### config.mk
export PLATFORM = sky130hd
export DESIGN_NAME = decode_stage_flat
export DESIGN_NICKNAME = d
export VERILOG_FILES = /design/src/rtl/decode_stage_if.sv /design/src/rtl/decode_stage.sv /design/src/flat_wrapper.sv
export SDC_FILE = /design/constraint.sdc
export NUM_CORES = 1
export LEC_CHECK = 0
export BUFFER_PORTS_ARGS = -buffer_cell sky130_fd_sc_hd__clkbuf_2
export CELL_PAD_IN_SITES_DETAIL_PLACEMENT = 1
export CELL_PAD_IN_SITES_GLOBAL_PLACEMENT = 2
export CORE_UTILIZATION = 31
export CTS_CLUSTER_DIAMETER = 50
export DETAILED_ROUTE_END_ITERATION = 8
export PLACE_DENSITY = 0.86
export SYNTH_ARGS = -nofsm -noshare
export SYNTH_HDL_FRONTEND = slang
export SYNTH_SLANG_ARGS = --single-unit
### constraint.sdc
create_clock -name clk -period 4.2 [get_ports clk]
set_input_delay 0.21 -clock clk [delete_from_list [all_inputs] [get_ports clk]]
set_output_delay 0.21 -clock clk [all_outputs]
set_load 0.03 [all_outputs]
### src/rtl/decode_stage_if.sv
// ---------------------------------------------------------------------------
// decode_stage_if
//   Bundles the fetch-side handshake, the flush control and the alu-side
//   decoded bus of the decode stage.
//
//   modport slave  : the decode stage itself
//                    in : flush, in_valid, in_instr, in_pc, out_ready
//                    out: in_ready, out_valid, regA, regB, rs2, opcode,
//                         regDest, uimm, o_pc, wr_req, illegal
//   modport master : the surrounding pipeline (fetch + alu), with the
//                    directions reversed
//
//   PC_W : width of in_pc / o_pc
// ---------------------------------------------------------------------------
interface decode_stage_if #(
  parameter int PC_W = 32
);
  // fetch side
  logic            flush;
  logic            in_valid;
  logic            in_ready;
  logic [31:0]     in_instr;
  logic [PC_W-1:0] in_pc;

  // alu side
  logic            out_valid;
  logic            out_ready;
  logic [4:0]      regA;
  logic [11:0]     regB;
  logic [4:0]      rs2;
  logic [9:0]      opcode;
  logic [4:0]      regDest;
  logic [19:0]     uimm;
  logic [PC_W-1:0] o_pc;
  logic            wr_req;
  logic            illegal;

  modport slave (
    input  flush, in_valid, in_instr, in_pc, out_ready,
    output in_ready, out_valid, regA, regB, rs2, opcode, regDest, uimm,
           o_pc, wr_req, illegal
  );

  modport master (
    output flush, in_valid, in_instr, in_pc, out_ready,
    input  in_ready, out_valid, regA, regB, rs2, opcode, regDest, uimm,
           o_pc, wr_req, illegal
  );
endinterface

### src/rtl/decode_stage.sv
// ---------------------------------------------------------------------------
// decode_stage
//   RV64 instruction decode between fetch and alu. One instruction + PC is
//   accepted per cycle, split combinationally into the alu field set and
//   held in a 2-entry skid buffer (output register + skid register) with
//   valid/ready handshakes on both sides.
//
// Parameters
//   PC_W          : PC width
//   CHECK_ILLEGAL : 1 flags unsupported major opcodes, 0 ties illegal low
//
// Ports
//   clk   : clock, all state on the rising edge
//   reset : synchronous, active-high; clears both entries and the payload
//   bus   : decode_stage_if.slave (fetch handshake, flush, decoded bus)
//
// Decoded fields
//   regA    = instr[19:15]            rs2 = instr[24:20]
//   regB    = I-layout instr[31:20] by default; S and B immediates for
//             stores / branches (B carries imm[12:1])
//   opcode  = {funct3, opcode7}, funct3 zeroed for LUI/AUIPC/JAL
//   regDest = instr[11:7], zero for stores, branches, FENCE and illegal
//   uimm    = U immediate or J imm[20:1], zero otherwise
//   wr_req  = instruction writes a register and regDest != 0
// ---------------------------------------------------------------------------
module decode_stage #(
  parameter int PC_W          = 32,
  parameter bit CHECK_ILLEGAL = 1'b1
) (
  input  logic                 clk,
  input  logic                 reset,
  decode_stage_if.slave        bus
);

  // major opcodes
  localparam logic [6:0] OP_LUI    = 7'h37;
  localparam logic [6:0] OP_AUIPC  = 7'h17;
  localparam logic [6:0] OP_JAL    = 7'h6F;
  localparam logic [6:0] OP_JALR   = 7'h67;
  localparam logic [6:0] OP_BRANCH = 7'h63;
  localparam logic [6:0] OP_LOAD   = 7'h03;
  localparam logic [6:0] OP_STORE  = 7'h23;
  localparam logic [6:0] OP_IMM    = 7'h13;
  localparam logic [6:0] OP_IMM32  = 7'h1B;
  localparam logic [6:0] OP_REG    = 7'h33;
  localparam logic [6:0] OP_REG32  = 7'h3B;
  localparam logic [6:0] OP_FENCE  = 7'h0F;
  localparam logic [6:0] OP_SYSTEM = 7'h73;

  // one buffered, already-decoded instruction
  typedef struct packed {
    logic [4:0]      reg_a;
    logic [11:0]     reg_b;
    logic [4:0]      rs2;
    logic [9:0]      opcode;
    logic [4:0]      reg_dest;
    logic [19:0]     uimm;
    logic [PC_W-1:0] pc;
    logic            wr_req;
    logic            illegal;
  } entry_t;

  logic [31:0] instr_s;
  logic        writes_s;
  entry_t      dec_s;

  entry_t      out_r;
  entry_t      skid_r;
  logic        out_valid_r;
  logic        skid_valid_r;

  logic        accept_s;
  logic        drain_s;
  logic        load_out_s;
  logic        load_skid_s;

  // Combinational decode of the offered instruction. Unknown opcodes keep
  // the I-layout fields but never request a writeback.
  always_comb begin
    instr_s         = bus.in_instr;
    writes_s        = 1'b0;
    dec_s           = '0;
    dec_s.reg_a     = instr_s[19:15];
    dec_s.reg_b     = instr_s[31:20];
    dec_s.rs2       = instr_s[24:20];
    dec_s.opcode    = {instr_s[14:12], instr_s[6:0]};
    dec_s.reg_dest  = instr_s[11:7];
    dec_s.uimm      = 20'h00000;
    dec_s.pc        = bus.in_pc;
    dec_s.illegal   = 1'b0;
    case (instr_s[6:0])
      OP_LUI, OP_AUIPC: begin
        dec_s.opcode = {3'b000, instr_s[6:0]};
        dec_s.uimm   = instr_s[31:12];
        writes_s     = 1'b1;
      end
      OP_JAL: begin
        dec_s.opcode = {3'b000, instr_s[6:0]};
        dec_s.uimm   = {instr_s[31], instr_s[19:12], instr_s[20], instr_s[30:21]};
        writes_s     = 1'b1;
      end
      OP_JALR, OP_LOAD, OP_IMM, OP_IMM32, OP_REG, OP_REG32: begin
        writes_s = 1'b1;
      end
      OP_BRANCH: begin
        dec_s.reg_b    = {instr_s[31], instr_s[7], instr_s[30:25], instr_s[11:8]};
        dec_s.reg_dest = 5'd0;
      end
      OP_STORE: begin
        dec_s.reg_b    = {instr_s[31:25], instr_s[11:7]};
        dec_s.reg_dest = 5'd0;
      end
      OP_FENCE: begin
        dec_s.reg_dest = 5'd0;
      end
      OP_SYSTEM: begin
        // only the CSR forms (funct3 != 0) return a value
        writes_s = (instr_s[14:12] != 3'b000);
      end
      default: begin
        dec_s.reg_dest = 5'd0;
        dec_s.illegal  = CHECK_ILLEGAL;
      end
    endcase
    dec_s.wr_req = writes_s & (dec_s.reg_dest != 5'd0);
  end

  // Handshake terms. in_ready is the inverse of a register, so it never
  // depends combinationally on out_ready.
  always_comb begin
    accept_s    = bus.in_valid & ~skid_valid_r & ~bus.flush;
    drain_s     = out_valid_r & bus.out_ready;
    load_out_s  = ~out_valid_r | drain_s;
    load_skid_s = accept_s & out_valid_r & ~bus.out_ready;
  end

  // Two-entry buffer: the skid entry always drains into the output entry
  // before new input is taken there, which keeps program order.
  always_ff @(posedge clk) begin
    if (reset) begin
      out_valid_r  <= 1'b0;
      skid_valid_r <= 1'b0;
      out_r        <= '0;
      skid_r       <= '0;
    end else if (bus.flush) begin
      out_valid_r  <= 1'b0;
      skid_valid_r <= 1'b0;
    end else if (load_out_s) begin
      if (skid_valid_r) begin
        out_r        <= skid_r;
        out_valid_r  <= 1'b1;
        skid_valid_r <= 1'b0;
      end else if (accept_s) begin
        out_r        <= dec_s;
        out_valid_r  <= 1'b1;
      end else begin
        out_valid_r  <= 1'b0;
      end
    end else if (load_skid_s) begin
      skid_r       <= dec_s;
      skid_valid_r <= 1'b1;
    end else begin
      skid_valid_r <= skid_valid_r;
    end
  end

  assign bus.in_ready  = ~skid_valid_r;
  assign bus.out_valid = out_valid_r;
  assign bus.regA      = out_r.reg_a;
  assign bus.regB      = out_r.reg_b;
  assign bus.rs2       = out_r.rs2;
  assign bus.opcode    = out_r.opcode;
  assign bus.regDest   = out_r.reg_dest;
  assign bus.uimm      = out_r.uimm;
  assign bus.o_pc      = out_r.pc;
  assign bus.wr_req    = out_r.wr_req;
  assign bus.illegal   = out_r.illegal;

endmodule

### src/flat_wrapper.sv
// flat-port wrapper written by rule: the top's interface ports become plain ports
module decode_stage_flat 
#(
  parameter int PC_W          = 32,
  parameter bit CHECK_ILLEGAL = 1'b1
)
  (clk, reset, bus_flush, bus_in_valid, bus_in_instr, bus_in_pc, bus_out_ready, bus_in_ready, bus_out_valid, bus_regA, bus_regB, bus_rs2, bus_opcode, bus_regDest, bus_uimm, bus_o_pc, bus_wr_req, bus_illegal);
  decode_stage_if #(.PC_W(PC_W)) bus_i ();
  input  logic clk;
  input  logic reset;
  input wire logic [$bits(bus_i.flush)-1:0] bus_flush;
  input wire logic [$bits(bus_i.in_valid)-1:0] bus_in_valid;
  input wire logic [$bits(bus_i.in_instr)-1:0] bus_in_instr;
  input wire logic [$bits(bus_i.in_pc)-1:0] bus_in_pc;
  input wire logic [$bits(bus_i.out_ready)-1:0] bus_out_ready;
  output wire logic [$bits(bus_i.in_ready)-1:0] bus_in_ready;
  output wire logic [$bits(bus_i.out_valid)-1:0] bus_out_valid;
  output wire logic [$bits(bus_i.regA)-1:0] bus_regA;
  output wire logic [$bits(bus_i.regB)-1:0] bus_regB;
  output wire logic [$bits(bus_i.rs2)-1:0] bus_rs2;
  output wire logic [$bits(bus_i.opcode)-1:0] bus_opcode;
  output wire logic [$bits(bus_i.regDest)-1:0] bus_regDest;
  output wire logic [$bits(bus_i.uimm)-1:0] bus_uimm;
  output wire logic [$bits(bus_i.o_pc)-1:0] bus_o_pc;
  output wire logic [$bits(bus_i.wr_req)-1:0] bus_wr_req;
  output wire logic [$bits(bus_i.illegal)-1:0] bus_illegal;
  assign bus_i.flush = bus_flush;
  assign bus_i.in_valid = bus_in_valid;
  assign bus_i.in_instr = bus_in_instr;
  assign bus_i.in_pc = bus_in_pc;
  assign bus_i.out_ready = bus_out_ready;
  assign bus_in_ready = bus_i.in_ready;
  assign bus_out_valid = bus_i.out_valid;
  assign bus_regA = bus_i.regA;
  assign bus_regB = bus_i.regB;
  assign bus_rs2 = bus_i.rs2;
  assign bus_opcode = bus_i.opcode;
  assign bus_regDest = bus_i.regDest;
  assign bus_uimm = bus_i.uimm;
  assign bus_o_pc = bus_i.o_pc;
  assign bus_wr_req = bus_i.wr_req;
  assign bus_illegal = bus_i.illegal;
  decode_stage #(.PC_W(PC_W), .CHECK_ILLEGAL(CHECK_ILLEGAL)) u_core (.clk(clk), .reset(reset), .bus(bus_i));
endmodule
==> reports/summary.txt <==
status: complete, no violations
largest family of logic cells by synthesized area: compound AO/OA/AOI/OAI gates
Finished Layout Cells: 1339
mean post-synth cell area: 8.82 um^2
maximum VDD drop: 192 uV
post-route ant nets: 0
GRT Util Overall: 18.5%
CTS sink cnt: 184
simple logic cell fraction of the synthesized area: 17.3%
MaxCap Viol Count: 0
share of cells above drive strength 1: 23.0%
post-synthesis cell area: 7760 um^2
final hold violation count: 0
min-delay src: bus_in_pc[23]
Leakage: 3.43 nW
fmax: 0.382 GHz
ANT cells: 0
Synth Area in Compound Gates: 20.5%
EDFF count, synth: 0
Ys Warns: 0
DR DRC count: 0
Post-CTS Setup Repair Bufs: 0
fin worst setup slack: 1.58 ns
Die ar.: 25700 um^2
post-cts repair resize count: 0
synthesized flop and latch total: 184
Netlist cell types: 44
Hold Slack: 0.0172 ns
Yosys top cell area share: 47.5%
GR Overflow Total: 0
r2r startpoint: u_core.bus.out_valid$_SDFFE_PP0P_
top-count cell post-synth: dfxtp_1
Max-slew headroom: 25.8%
ys flop type: dfxtp_1
Adder-Cell Fraction of Synth Area: 0%
final setup fails: 0
WP data arrival: 2.89 ns
Tcrit/Tclk final: 62.3%
cell taking the most area after synthesis: dfxtp_1
Syn Inst Count: 880
Die H: 160 um
area delta synth->final: 22.0%
post-layout utilization of the core: 38.7%
Rows: 57
Commonest cells post-synth: dfxtp_1, nand2_1, nor2_1
# nets final: 1071
Ports: 162
clk buf depth: 2
placed insts: 1295
Placer Congestion: 0.732
core box area: 24500 um^2
htree depth: 4
TritonCTS Buffers: 17
hpwl dp: 15.2 mm
mux cell area share after synthesis: 9.35%
sequential element share of the synthesized area: 47.5%
pre-CTS setup slack: 1.49 ns
CP Max Fanout: 41
CTS tree: yes
Synth Net Count: 949
initial core utilization: 31.7%
drt wl/cell: 17.4 um
vias per cell: 5.05
FF-to-FF path depth: 5
Reg clk slew, reported paths: 0.07 ns
Clock Latency Late Sink: 0.43 ns
total iterations of the first detailed-routing run: 4
clock root buffer: clkbuf_16
PortBufs: 161
DR vias: 6762
die width: 160 um
worst-margin pin slew: 1.11 ns
Multi-input gate area: 3680 um^2
initial antenna violation count: 0
drt total wl: 23.3 mm
pin count of the biggest net entering global routing: 115
max-slew violations: 0
R2R Setup Slk: 1.58 ns
Hold Crit Depth: 3
r2r endpoint: u_core.skid_r[35]$_SDFFE_PP0P_
vias in the first global route: 6824
Req. time, crit path: 4.48 ns
Iteration-0 DRC Markers: 379
Setup TNS: 0 ns
Crit Path Category: flip-flop to flip-flop
area occupied by registers: 3690 um^2
Hold Crit Class: input pin to flip-flop
Pwr Density: 438 nW/um^2
WHS Endpoint: u_core.skid_r[25]$_SDFFE_PP0P_
Fin Clk Skew: 0.00894 ns
Synth Area in XOR/XNOR: 0%
fraction of registers with async set or reset after synthesis: 0%
CP endpoint kind: flip-flop
Tmin final: 2.62 ns
top cells by area, synth: dfxtp_1, a211oi_1, mux2i_1
first-pass GRT wire length: 37.7 mm
RSZ-0062 raised after global routing: false
Critical Path Start Type: flip-flop
Filler cells: 2868
==> where the power goes <==
group	switching (mW)	internal [mW]	total [mW]
clock	0.725	1.10	1.82
combinational	0.326	0.148	0.474
sequential	0.0387	1.81	1.85
==> logic make-up after synthesis <==
| family | count (synthesis) |
|---|---|
| mux | 71 |
| simple gates | 301 |
| flops | 184 |
| compound gates | 241 |
| buf+inv | 83 |
==> registers in the layout (all words and copies together) (netlist names) <==
name,count
u_core.bus.o_pc,32
u_core.bus.regA,5
u_core.bus.opcode,10
u_core.bus.uimm,20
u_core.skid_valid_r,1
u_core.skid_r,91
u_core.bus.regB,12
u_core.bus.out_valid,1
u_core.bus.rs2,5
u_core.bus.illegal,1
u_core.bus.wr_req,1
u_core.bus.regDest,5
==> how the worst max path moves through the flow <==
stage	startpoint	to	slack [ns]	depth (start not counted)
floorplan	u_core.bus.out_valid$_SDFFE_PP0P_	u_core.bus.regDest[3]$_SDFFE_PP0P_	2.41	7
global placement	u_core.bus.out_valid$_SDFFE_PP0P_	u_core.skid_r[35]$_SDFFE_PP0P_	1.56	5
detailed placement	u_core.bus.out_valid$_SDFFE_PP0P_	u_core.skid_r[35]$_SDFFE_PP0P_	1.49	5
CTS	u_core.bus.out_valid$_SDFFE_PP0P_	u_core.skid_r[35]$_SDFFE_PP0P_	1.47	5
global route	u_core.bus.out_valid$_SDFFE_PP0P_	u_core.skid_r[34]$_SDFFE_PP0P_	1.33	5
finish	u_core.bus.out_valid$_SDFFE_PP0P_	u_core.skid_r[35]$_SDFFE_PP0P_	1.58	5
==> cell type report <==
cell class | instances | share of cell area [%]
tap | 324 | 4.28
sequential | 184 | 39.0
timing repair buffer | 185 | 10.8
multi-input combinational | 613 | 38.9
clock buffer | 20 | 4.82
clock inverter | 12 | 2.23
inverter | 1 | 0.0397
==> critical path: stages, from the launching register on <==
cell	delay, ns
dfxtp_1	0.35
nor2b_1	0.36
nand3_2	0.84
buf_4	0.57
a221oi_1	0.26
nor3_1	0.07
==> timing repair <==
action,in CTS,in global routing
hold buffers,12,0
setup endpoints to repair,0,0
endpoints found under the hold margin,12,0
==> through the flow <==
stage | power [mW] | area (um^2)
final | 4.15 | 9470
after global routing | 4.32 | 9470
after CTS | 4.20 | 9470
after detailed placement | 2.36 | 8680
after global placement | 2.35 | 8680
after floorplan | 2.19 | 7760
==> per-layer routing <==
layer | GRT usage [%] | wire length [um] | vias to the layer above
li1 | - | - | 3381
met1 | 24.0 | 10800 | 3250
met2 | 31.0 | 11300 | 115
met3 | 4.00 | 941 | 16
met4 | 4.63 | 221 | 0
met5 | 0 | 0 | -
==> cells in the final DEF, fill, tap and decap left out, drive strengths merged, types with 17 or more instances in the layout <==
cell type	netlist	layout
a211oi	98	98
dfxtp	184	184
or3	20	20
clkbuf	45	180
o21ai	31	31
a21oi	74	74
nand2	133	133
a22oi	17	17
nor2	101	101
mux2i	59	59
No activity file was read; power rests on OpenSTA's default activity.
